`config.mk`:
```
export PLATFORM = sky130hd
export DESIGN_NAME = hazard_ctrl_unit_flat
export DESIGN_NICKNAME = d
export VERILOG_FILES = /design/src/rtl/hazard_ctrl_if.sv /design/src/rtl/hazard_ctrl_unit.sv /design/src/flat_wrapper.sv
export SDC_FILE = /design/constraint.sdc
export NUM_CORES = 1
export LEC_CHECK = 0
export CORE_MARGIN = 2
export CORE_UTILIZATION = 48
export DETAILED_ROUTE_END_ITERATION = 16
export DONT_BUFFER_PORTS = 1
export HOLD_SLACK_MARGIN = 0.05
export SLEW_MARGIN = 25
export SYNTH_ARGS = -nofsm -noshare
export SYNTH_HDL_FRONTEND = slang
export SYNTH_SLANG_ARGS = --single-unit
```
`constraint.sdc`:
```
create_clock -name clk -period 4.44 [get_ports clk]
set_input_delay 0.888 -clock clk [delete_from_list [all_inputs] [get_ports clk]]
set_output_delay 0.888 -clock clk [all_outputs]
set_load 0.05 [all_outputs]
```
`src/rtl/hazard_ctrl_if.sv`:
```
// Pipeline-side signal bundle for the hazard controller.
// The slave side belongs to the hazard unit and the master side to the pipeline.
interface hazard_ctrl_if #(
  parameter int REG_ADDR_WIDTH = 5,
  parameter int PERF_WIDTH     = 32
);
  logic [REG_ADDR_WIDTH-1:0] IF_ID_rs1;
  logic [REG_ADDR_WIDTH-1:0] IF_ID_rs2;
  logic                      IF_ID_rs1_used;
  logic                      IF_ID_rs2_used;
  logic [REG_ADDR_WIDTH-1:0] ID_EX_rd;
  logic                      ID_EX_mem_rd_en;
  logic                      ID_EX_reg_wr_en;
  logic                      EX_br_taken;
  logic                      ex_busy;
  logic                      pc_write;
  logic                      IF_ID_write;
  logic                      ID_EX_write;
  logic                      IF_ID_flush;
  logic                      ctrl_sel;
  logic                      stall;
  logic [PERF_WIDTH-1:0]     stall_cycles;

  modport master (
    output IF_ID_rs1, IF_ID_rs2, IF_ID_rs1_used, IF_ID_rs2_used,
           ID_EX_rd, ID_EX_mem_rd_en, ID_EX_reg_wr_en, EX_br_taken, ex_busy,
    input  pc_write, IF_ID_write, ID_EX_write, IF_ID_flush, ctrl_sel, stall, stall_cycles
  );

  modport slave (
    input  IF_ID_rs1, IF_ID_rs2, IF_ID_rs1_used, IF_ID_rs2_used,
           ID_EX_rd, ID_EX_mem_rd_en, ID_EX_reg_wr_en, EX_br_taken, ex_busy,
    output pc_write, IF_ID_write, ID_EX_write, IF_ID_flush, ctrl_sel, stall, stall_cycles
  );
endinterface

```
`src/rtl/hazard_ctrl_unit.sv`:
```
// Load-use stall, branch flush and EX-busy freeze control for the 5-stage core,
// with a saturating stall-cycle performance counter.
module hazard_ctrl_unit #(
  parameter int REG_ADDR_WIDTH = 5,
  parameter int LOAD_LAT       = 1,
  parameter int CNT_WIDTH      = 3,
  parameter int PERF_WIDTH     = 32
) (
  input  logic        clk,
  input  logic        rst_n,
  hazard_ctrl_if.slave hz
);

  localparam logic [0:0] S_RUN      = 1'b0;
  localparam logic [0:0] S_LD_STALL = 1'b1;

  localparam logic [CNT_WIDTH-1:0]  CNT_ONE   = CNT_WIDTH'(1);
  localparam logic [CNT_WIDTH-1:0]  CNT_ZERO  = {CNT_WIDTH{1'b0}};
  localparam logic [CNT_WIDTH-1:0]  CNT_LOAD  = CNT_WIDTH'(LOAD_LAT - 1);
  localparam logic [PERF_WIDTH-1:0] PERF_ONE  = PERF_WIDTH'(1);
  localparam logic [PERF_WIDTH-1:0] PERF_MAX  = {PERF_WIDTH{1'b1}};

  logic [0:0]            r_state;
  logic [CNT_WIDTH-1:0]  r_cnt;
  logic [PERF_WIDTH-1:0] r_stall_cycles;

  logic [0:0]            w_next_state;
  logic [CNT_WIDTH-1:0]  w_next_cnt;
  logic                  w_load_use;
  logic                  w_pc_write;
  logic                  w_if_id_write;
  logic                  w_id_ex_write;
  logic                  w_if_id_flush;
  logic                  w_ctrl_sel;
  logic                  w_stall;

  // x0 is never a real producer, and unused source fields never match.
  assign w_load_use = hz.ID_EX_mem_rd_en & hz.ID_EX_reg_wr_en &
                      (hz.ID_EX_rd != {REG_ADDR_WIDTH{1'b0}}) &
                      ((hz.IF_ID_rs1_used & (hz.IF_ID_rs1 == hz.ID_EX_rd)) |
                       (hz.IF_ID_rs2_used & (hz.IF_ID_rs2 == hz.ID_EX_rd)));

  // Output decode and next-state; priority is reset, EX busy, branch, load stall.
  always_comb begin
    w_next_state  = r_state;
    w_next_cnt    = r_cnt;
    w_pc_write    = 1'b0;
    w_if_id_write = 1'b0;
    w_id_ex_write = 1'b0;
    w_if_id_flush = 1'b0;
    w_ctrl_sel    = 1'b0;
    w_stall       = 1'b0;
    if (!rst_n) begin
      w_next_state = S_RUN;
      w_next_cnt   = CNT_ZERO;
    end else if (hz.ex_busy) begin
      w_stall = 1'b1;
    end else if (hz.EX_br_taken) begin
      w_pc_write    = 1'b1;
      w_if_id_write = 1'b1;
      w_id_ex_write = 1'b1;
      w_if_id_flush = 1'b1;
      w_ctrl_sel    = 1'b1;
      w_next_state  = S_RUN;
      w_next_cnt    = CNT_ZERO;
    end else if ((r_state == S_LD_STALL) || w_load_use) begin
      w_id_ex_write = 1'b1;
      w_ctrl_sel    = 1'b1;
      w_stall       = 1'b1;
      case (r_state)
        S_RUN: begin
          if (LOAD_LAT > 1) begin
            w_next_state = S_LD_STALL;
            w_next_cnt   = CNT_LOAD;
          end else begin
            w_next_state = S_RUN;
            w_next_cnt   = CNT_ZERO;
          end
        end
        S_LD_STALL: begin
          w_next_cnt = r_cnt - CNT_ONE;
          if (r_cnt == CNT_ONE) begin
            w_next_state = S_RUN;
          end else begin
            w_next_state = S_LD_STALL;
          end
        end
        default: begin
          w_next_state = S_RUN;
          w_next_cnt   = CNT_ZERO;
        end
      endcase
    end else begin
      w_pc_write    = 1'b1;
      w_if_id_write = 1'b1;
      w_id_ex_write = 1'b1;
    end
  end

  // FSM state and stall countdown.
  always_ff @(posedge clk or negedge rst_n) begin
    if (!rst_n) begin
      r_state <= S_RUN;
      r_cnt   <= CNT_ZERO;
    end else begin
      r_state <= w_next_state;
      r_cnt   <= w_next_cnt;
    end
  end

  // Saturating count of stalled cycles.
  always_ff @(posedge clk or negedge rst_n) begin
    if (!rst_n) begin
      r_stall_cycles <= {PERF_WIDTH{1'b0}};
    end else if (w_stall && (r_stall_cycles != PERF_MAX)) begin
      r_stall_cycles <= r_stall_cycles + PERF_ONE;
    end else begin
      r_stall_cycles <= r_stall_cycles;
    end
  end

  assign hz.pc_write     = w_pc_write;
  assign hz.IF_ID_write  = w_if_id_write;
  assign hz.ID_EX_write  = w_id_ex_write;
  assign hz.IF_ID_flush  = w_if_id_flush;
  assign hz.ctrl_sel     = w_ctrl_sel;
  assign hz.stall        = w_stall;
  assign hz.stall_cycles = r_stall_cycles;

endmodule

```
`src/flat_wrapper.sv`:
```
// flat-port wrapper written by rule: the top's interface ports become plain ports
module hazard_ctrl_unit_flat 
#(
  parameter int REG_ADDR_WIDTH = 5,
  parameter int LOAD_LAT       = 1,
  parameter int CNT_WIDTH      = 3,
  parameter int PERF_WIDTH     = 32
)
  (clk, rst_n, hz_IF_ID_rs1, hz_IF_ID_rs2, hz_IF_ID_rs1_used, hz_IF_ID_rs2_used, hz_ID_EX_rd, hz_ID_EX_mem_rd_en, hz_ID_EX_reg_wr_en, hz_EX_br_taken, hz_ex_busy, hz_pc_write, hz_IF_ID_write, hz_ID_EX_write, hz_IF_ID_flush, hz_ctrl_sel, hz_stall, hz_stall_cycles);
  hazard_ctrl_if #(.REG_ADDR_WIDTH(REG_ADDR_WIDTH), .PERF_WIDTH(PERF_WIDTH)) hz_i ();
  input  logic clk;
  input  logic rst_n;
  input wire logic [$bits(hz_i.IF_ID_rs1)-1:0] hz_IF_ID_rs1;
  input wire logic [$bits(hz_i.IF_ID_rs2)-1:0] hz_IF_ID_rs2;
  input wire logic [$bits(hz_i.IF_ID_rs1_used)-1:0] hz_IF_ID_rs1_used;
  input wire logic [$bits(hz_i.IF_ID_rs2_used)-1:0] hz_IF_ID_rs2_used;
  input wire logic [$bits(hz_i.ID_EX_rd)-1:0] hz_ID_EX_rd;
  input wire logic [$bits(hz_i.ID_EX_mem_rd_en)-1:0] hz_ID_EX_mem_rd_en;
  input wire logic [$bits(hz_i.ID_EX_reg_wr_en)-1:0] hz_ID_EX_reg_wr_en;
  input wire logic [$bits(hz_i.EX_br_taken)-1:0] hz_EX_br_taken;
  input wire logic [$bits(hz_i.ex_busy)-1:0] hz_ex_busy;
  output wire logic [$bits(hz_i.pc_write)-1:0] hz_pc_write;
  output wire logic [$bits(hz_i.IF_ID_write)-1:0] hz_IF_ID_write;
  output wire logic [$bits(hz_i.ID_EX_write)-1:0] hz_ID_EX_write;
  output wire logic [$bits(hz_i.IF_ID_flush)-1:0] hz_IF_ID_flush;
  output wire logic [$bits(hz_i.ctrl_sel)-1:0] hz_ctrl_sel;
  output wire logic [$bits(hz_i.stall)-1:0] hz_stall;
  output wire logic [$bits(hz_i.stall_cycles)-1:0] hz_stall_cycles;
  assign hz_i.IF_ID_rs1 = hz_IF_ID_rs1;
  assign hz_i.IF_ID_rs2 = hz_IF_ID_rs2;
  assign hz_i.IF_ID_rs1_used = hz_IF_ID_rs1_used;
  assign hz_i.IF_ID_rs2_used = hz_IF_ID_rs2_used;
  assign hz_i.ID_EX_rd = hz_ID_EX_rd;
  assign hz_i.ID_EX_mem_rd_en = hz_ID_EX_mem_rd_en;
  assign hz_i.ID_EX_reg_wr_en = hz_ID_EX_reg_wr_en;
  assign hz_i.EX_br_taken = hz_EX_br_taken;
  assign hz_i.ex_busy = hz_ex_busy;
  assign hz_pc_write = hz_i.pc_write;
  assign hz_IF_ID_write = hz_i.IF_ID_write;
  assign hz_ID_EX_write = hz_i.ID_EX_write;
  assign hz_IF_ID_flush = hz_i.IF_ID_flush;
  assign hz_ctrl_sel = hz_i.ctrl_sel;
  assign hz_stall = hz_i.stall;
  assign hz_stall_cycles = hz_i.stall_cycles;
  hazard_ctrl_unit #(.REG_ADDR_WIDTH(REG_ADDR_WIDTH), .LOAD_LAT(LOAD_LAT), .CNT_WIDTH(CNT_WIDTH), .PERF_WIDTH(PERF_WIDTH)) u_core (.clk(clk), .rst_n(rst_n), .hz(hz_i));
endmodule
```
# After elaboration in Yosys (flattened, before gate mapping)
# Cells that the tools add are included.
# Widths: inputs -> output; s select.
dict set report classes {
  addsub 2
  n_eq_ne 6
  mux 27
  bitwise 7
  n_reduce_logical 4
}
# op count
set ops {}
lappend ops {{$add 32x1->32 const B} 1}
lappend ops {{$ne 32x32->1 const B} 1}
lappend ops {{$mux 1} 21}
lappend ops {{$mux 3} 4}
lappend ops {{$eq 5x5->1} 2}
lappend ops {{$pmux 3 s2} 1}
lappend ops {{$and 1x1->1} 5}
lappend ops {{$reduce_bool 5->1} 1}
lappend ops {{$eq 3x1->1 const B} 1}
lappend ops {{$ne 3x1->1 const B} 1}
lappend ops {{$sub 3x1->3 const B} 1}
lappend ops {{$ne 2x2->1 const B} 1}
lappend ops {{$pmux 1 s2} 1}
lappend ops {{$reduce_and 2->1} 1}
lappend ops {{$logic_and 1x1->1} 1}
lappend ops {{$logic_or 1x1->1} 1}
lappend ops {{$not 1->1} 1}
lappend ops {{$or 1x1->1} 1}
dict set report word_totals {
  reg_bits 36
  inputBits 23
}

# Longest topological paths before layout
# Gate-level depths: netlist of the first run.
dict set report depth {
  ltp_word 10
  mapped_depth 8
  depth_no_buf 6
}

# Worst setup path after synthesis of the first run
# Ideal clock, no wire load.
dict set report synth_path {
  kind {input to output}
  start {input port hz_ID_EX_rd[1]}
  end {output port hz_pc_write}
  arrival_time_ns 2.844
  slack_ns 0.708
  stages 6
  n_path_buf 1
  cell_sequence {or3_1 o311a_1 a21oi_1 nor2_1 nor2_1 buf_4}
}
dict set report synth_via {
  elab_chain_cells 9
  word_cells_on_any_way 13
  classes_between {eq/ne: 2; mux: 4; bitwise: 5; reduce/logical: 2}
}
# element line_no
set synth_lines {}
lappend synth_lines {{start, declared} flat_wrapper.sv:17} ;# input wire logic [$bits(hz_i.ID_EX_rd)-1:0] hz_ID_EX_rd;
lappend synth_lines {{$eq 5x5->1, on equally long branches} {hazard_ctrl_unit.sv:40, hazard_ctrl_unit.sv:41}}
lappend synth_lines {{$and 1x1->1, on equally long branches} {hazard_ctrl_unit.sv:40, hazard_ctrl_unit.sv:41}}
lappend synth_lines {{$or 1x1->1} hazard_ctrl_unit.sv:40} ;# ((hz.IF_ID_rs1_used & (hz.IF_ID_rs1 == hz.ID_EX_rd)) |
lappend synth_lines {{$and 1x1->1 *} hazard_ctrl_unit.sv:39} ;# (hz.ID_EX_rd != {REG_ADDR_WIDTH{1'b0}}) &
lappend synth_lines {{$logic_or 1x1->1 *} hazard_ctrl_unit.sv:66} ;# end else if ((r_state == S_LD_STALL) || w_load_use) begin
lappend synth_lines {{$mux 1 * (4 in series)} n/a}
lappend synth_lines {{end, declared} flat_wrapper.sv:22} ;# output wire logic [$bits(hz_i.pc_write)-1:0] hz_pc_write;
# Every way passes the cells marked *; elsewhere a longest branch is shown, timed or not.

# Worst setup path in the final report of the first run
# Ends and elaborated chain as after synthesis.

==> reports/qor.txt, run 1 <==
Max stage delay on crit path: 0.36 ns
Final Hold Viols: 0
Global Route Usage Sum: 0.1801
post-place setup slack: 1.265 ns
count leader, synth: xnor2_1
leakage: 0.0009226 uW
final setup margin: 1.252 ns
Area Growth Syn to Fin: 6.659%
fin nets: 226
Post-Route Utilization: 0.5323
mapped cell area: 0.002011 sq mm
top cell type's share of synthesized area: 0.4480
Placer Congestion: 0.7706
DP HPWL: 3.020 mm
CP endpoint kind: output pin
PostCTS Resize Cnt: 0
Yosys cell types: 35
Max FO, Critical Path: 4
Slew Viols, Final: 0
CP max stage cell: or3_1
wire length of the first global-routing pass: 6.292 mm
first-pass iteration count of the detailed router: 4
synth warn: 0
PortBufs: 0
post-synthesis xor/xnor area fraction: 0.1742
area of the multi-input gates: 0.001054 sq mm
Compound-Gate Fraction of Synth Area: 0.06098
Setup Viol. Count Final: 0
synth top area cells: dfrtp_1 45%, xnor2_1 17%, nand4_1 5.0%, and3_1 4.4%, nand3_1 3.7%
MaxCap Viol Count: 0
worst hold slack: 0.3027 ns
clock latency on the worst-skew pair: 0.27 ns
Mapped Cells: 197
FFs w/ async S/R, synth: 1.000
setup tns final: 0 ns
layout cell share with drive strength beyond 1: 0.1045
Die H: 68.72 um
clock edge transition at the registers on the reported setup and hold paths: 0.07 ns
CTS root buf: clkbuf_8
Fmax achieved: 0.3137 GHz
Peak VDD IR: 0.3388 mV
fin crit period: 3.188 ns
Synth Net Count: 223
predominant post-synthesis flop cell: dfrtp_1
Final period util: 0.7181
core area: 0.004029 sq mm
IO Count: 61
CP required: 3.55 ns
flop2flop setup slack: 1.83 ns
Pwr Total: 783.3 uW
number of diodes: 0
crit path cell chain: or3_1 -> o311a_1 -> a21oi_1 -> nor2_1 -> nor2_2 -> buf_4
htree depth: 2
status: completed
EDFF count, synth: 0
worst clock skew: 0.007242 ns
Core Rows: 23
Post-CTS Hold Fix Bufs: 0
CP Buf/Inv Count: 1
total CTS buffers: 5
DRC Markers: 0
Post-Synthesis Mean Instance Area: 10.21 sq um
CTS tree: yes
DRT iter0 DRCs: 47
leading area contributor after synthesis: dfrtp_1
fillers: 363
global route overflow: 0
initial antenna violation count: 0
pwr dens: 365.3 mW/mm^2
critical setup path kind: in2out
Post-Synth Simple-Gate Area: 0.2576
wire per inst: 16.07 um
Slew HR: 0.4125
#FFs+latches synth: 36
ANT nets after route: 0
final wirelength: 4.033 mm
Chip Width: 68.72 um
DR vias/cell: 5.896
largest family of logic cells by synthesized area: simple AND/OR/NAND/NOR gates
Setup crit start kind: primary input
worst endpoint data arrival time: 2.30 ns
die area: 0.004722 sq mm
via count: 1480
Clock Path Buffers: 2
vias in the first global route: 1469
initial core utilization: 0.4991
CP delay by family, top: compound AO/OA/AOI/OAI gates
CTS sink count: 36
Hold Crit Class: in2async
unrepaired setup endpoints after global routing: false
Seq. cell area: 900.9 sq um
multiplexer share of the synthesized area: 0.01120
post-synthesis sequential area ratio: 0.4480
Post-Synth Adder-Cell Area: 0.01867
worst-margin pin slew: 0.8780 ns
list of most frequent post-synthesis cells: 40 x xnor2_1, 36 x dfrtp_1, 16 x nand4_1
largest net degree at the start of global routing: 44
total setup buffers inserted after CTS: 0
==> worst paths after layout <==
path,startpoint,to,depth (start not counted)
worst max-delay path,hz_ID_EX_rd[1],hz_pc_write,6
worst min-delay path,rst_n,u_core.hz.stall_cycles[31]$_DFFE_PN0P_,0
worst max register to register,u_core.hz.stall_cycles[17]$_DFFE_PN0P_,u_core.hz.stall_cycles[1]$_DFFE_PN0P_,6
worst min register to register,u_core.r_cnt[1]$_DFFE_PN0P_,u_core.r_cnt[1]$_DFFE_PN0P_,2
max in group asynchronous,rst_n,u_core.hz.stall_cycles[7]$_DFFE_PN0P_,0
min in group clk,u_core.r_cnt[1]$_DFFE_PN0P_,u_core.r_cnt[1]$_DFFE_PN0P_,2
==> worst reg2reg max path, cell delays in order (launching register included) <==
cell,delay [ns]
dfrtp_1,0.71
and3_1,0.30
and3_1,0.20
and3_1,0.39
nand4_4,0.33
nand2_1,0.23
mux2_1,0.34
==> routing by layer <==
layer  track usage  wire (um)  vias up
met5             0          0        -
met3       0.05519        281        2
met2        0.3305       2126       52
met1        0.1996       1600      728
met4       0.05147         25        0
li1              -          -      698
==> layout by cell type (no fill, tap or decap), types with 3 or more instances in the layout <==
| master | count |
|---|---|
| dfrtp_1 | 36 |
| clkbuf_8 | 6 |
| and3_1 | 14 |
| xnor2_1 | 40 |
| nor2_1 | 10 |
| buf_4 | 3 |
| and3_2 | 5 |
| a21oi_1 | 3 |
| nand2_1 | 14 |
| nand4_1 | 16 |
| o21ai_0 | 3 |
| nand2b_1 | 3 |
| nand3_1 | 15 |
| ha_1 | 3 |
| inv_1 | 4 |
==> cell families after synthesis <==
logic type,after synthesis
AND/OR/NAND/NOR,90
flip-flops,36
XOR/XNOR,40
buffers and inverters,11
AO/OA/AOI/OAI,15
adder cells (fa/ha/maj),3
multiplexers,2
==> power breakdown <==
group / internal [uW] / switching [uW]
clock network: 126 / 103
logic: 38.5 / 42.9
registers: 351 / 121
total: 516 / 267
==> state kept, by name, indices dropped and copies added, names as in the netlist <==
signal	count
u_core.r_state	1
u_core.r_cnt	3
u_core.hz.stall_cycles	32
==> stage by stage <==
step	area, sq um	cells
floorplan	2011	197
global placement	2054	243
detailed placement	2054	243
CTS	2145	251
global route	2145	251
finish	2145	251
==> layout make-up <==
type / count / area share
Tap cell: 50 / 0.02917
Inverter: 4 / 0.007001
Multi-Input combinational cell: 150 / 0.4912
Sequential cell: 36 / 0.4201
Clock buffer: 8 / 0.04201
Timing Repair Buffer: 3 / 0.01050
(Power assumes the default switching activity.)
==> inputs of run 2 (changes only) <==
- ABC_AREA: default -> 1
- clock period: 4.44 -> 2.95 ns (I/O delays scaled with it)
==> reports/qor.txt, run 2 <==
status: completed
first-pass iteration count of the detailed router: 4
Setup Viol. Count Final: 0
total setup buffers inserted after CTS: 0
clock latency on the worst-skew pair: 0.29 ns
worst endpoint data arrival time: 1.85 ns
post-synthesis sequential area ratio: 0.3258
initial antenna violation count: 0
Post-Route Utilization: 0.5583
EDFF count, synth: 0
setup tns final: 0 ns
DP HPWL: 4.602 mm
total CTS buffers: 5
CP endpoint kind: output pin
DR vias/cell: 5.156
Hold Crit Class: in2async
number of diodes: 0
Setup crit start kind: primary input
GRT met3 Usage: 0.05430
list of most frequent post-synthesis cells: 145 x nand2_1, 59 x inv_1, 38 x nand4_1, 38 x nor2_1
vias in the first global route: 2558
wire per inst: 12.61 um
Fmax achieved: 0.4098 GHz
Core Rows: 27
via count: 2681
DRC Markers: 0
worst clock skew: 0.009094 ns
FFs w/ async S/R, synth: 1.000
Final Cell Area: 0.003093 sq mm
Post-CTS Hold Fix Bufs: 1
Area Growth Syn to Fin: 11.86%
CTS sink count: 36
#FFs+latches synth: 36
initial core utilization: 0.4991
final wirelength: 6.557 mm
fin crit period: 2.440 ns
worst-margin pin slew: 0.5790 ns
wire length of the first global-routing pass: 11.31 mm
Final period util: 0.8272
ANT nets after route: 0
worst hold slack: 0.1413 ns
Peak VDD IR: 0.2048 mV
Pwr Total: 1219 uW
synth warn: 0
Clock Path Buffers: 2
leading area contributor after synthesis: dfrtp_1
core area: 0.005540 sq mm
unrepaired setup endpoints after global routing: false
Chip Width: 79.90 um
mapped cell area: 0.002765 sq mm
met2 usage: 0.3625
Synth Net Count: 453
die area: 0.006384 sq mm
synth top area cells: dfrtp_1 33%, nand2_1 20%, nand4_1 8.6%, inv_1 8.0%, nand3_1 6.5%
most common cell after layout, fill and taps aside: nand2_1
Slew Viols, Final: 0
max FFs per register: 32
clock edge transition at the registers on the reported setup and hold paths: 0.08 ns
commonest non-fill, non-tap cells in the layout: 145 x nand2_1, 59 x inv_1, 38 x nand4_1, 37 x nor2_1
Yosys cell types: 33
Max FO, Critical Path: 26
global route overflow: 0
fin nets: 474
predominant post-synthesis flop cell: dfrtp_1
CTS root buf: clkbuf_8
pwr dens: 394.0 mW/mm^2
Die H: 79.90 um
Placer Congestion: 0.7761
leakage: 0.001504 uW
CP required: 2.36 ns
GRT busiest layer: met2
htree depth: 2
Post-DP Area: 0.002977 sq mm
IO Count: 61
layout cell share with drive strength beyond 1: 0.1451
Mapped Cells: 427
MaxCap Viol Count: 0
GRT met1 Usage: 0.2825
top cell type's share of synthesized area: 0.3258
Post-Synthesis Mean Instance Area: 6.476 sq um
DRT iter0 DRCs: 138
Final Hold Viols: 0
Global Route Usage Sum: 0.2211
CTS tree: yes
largest net degree at the start of global routing: 60
Slew HR: 0.6140
critical setup path kind: in2out
PostCTS Resize Cnt: 0
PortBufs: 0
count leader, synth: nand2_1
run 2: cell types whose count changed after synthesis, sizes merged, moves of 6 or more:
cell / previous run / this run
nor3: 2 / 8
and3: 19 / 1
nand2: 14 / 152
nand4: 17 / 38
nor2: 11 / 50
inv: 4 / 63
xnor2: 40 / 6
buf: 7 / 13
nand3: 15 / 39
run 2: worst paths after layout:
check,startpoint,endpoint,slack [ns],cells after the start
max,hz_ID_EX_rd[3],hz_pc_write,0.51,12
min,rst_n,u_core.hz.stall_cycles[31]$_DFFE_PN0P_,0.14,1
max reg2reg,u_core.hz.stall_cycles[8]$_DFFE_PN0P_,u_core.hz.stall_cycles[17]$_DFFE_PN0P_,0.81,10
min reg2reg,u_core.r_cnt[1]$_DFFE_PN0P_,u_core.r_cnt[1]$_DFFE_PN0P_,0.49,2
max in group asynchronous,rst_n,u_core.hz.stall_cycles[8]$_DFFE_PN0P_,2.62,1
min in group clk,rst_n,u_core.hz.stall_cycles[30]$_DFFE_PN0P_,0.46,2
run 2: metrics by stage:
| step | instances | setup WS, ns |
|---|---|---|
| after global placement | 512 | 0.5617 |
| after floorplan | 427 | 0.09508 |
| final | 520 | 0.5097 |
| after CTS | 520 | 0.4993 |
| after detailed placement | 512 | 0.5044 |
| after global routing | 520 | 0.3425 |
run 2: power breakdown:
group	internal (uW)	switching, uW
clock	208	185
sequential	518	6.07
combinational	83.1	219
total	809	409
run 2: kinds of logic after synthesis:
kind of cell / after synthesis / synth area share
XOR/XNOR: 9 / 0.02851
flip-flops: 36 / 0.3258
adder cells (fa/ha/maj): 3 / 0.01358
buffers and inverters: 77 / 0.1176
AND/OR/NAND/NOR: 293 / 0.4946
AO/OA/AOI/OAI: 9 / 0.01991
run 2: critical path, stage by stage:
cell,delay [ns]
inv_1,0.09
nand2_1,0.07
nand2_1,0.06
nor2_1,0.04
nand3_1,0.07
nand2_1,0.05
nand2_1,0.10
nand2_1,0.09
nand2_2,0.09
nand2_4,0.17
nor2_2,0.13
buf_4,0.30
run 2: per-layer routing:
layer | vias to the layer above | part of all wire
met3 | 9 | 0.068
met5 | - | 0
met1 | 1201 | 0.46
li1 | 1399 | -
met2 | 72 | 0.46
met4 | 0 | 0.011
run 2: final cells by class:
type                    count  area [sq um]
well taps                  72         90.09
clock buffers               7         96.34
multi-input cells         314          1546
flip-flops and latches     36         900.9
inverters                  63         236.5
fillers                   573          2447
repair buffers             28         222.7
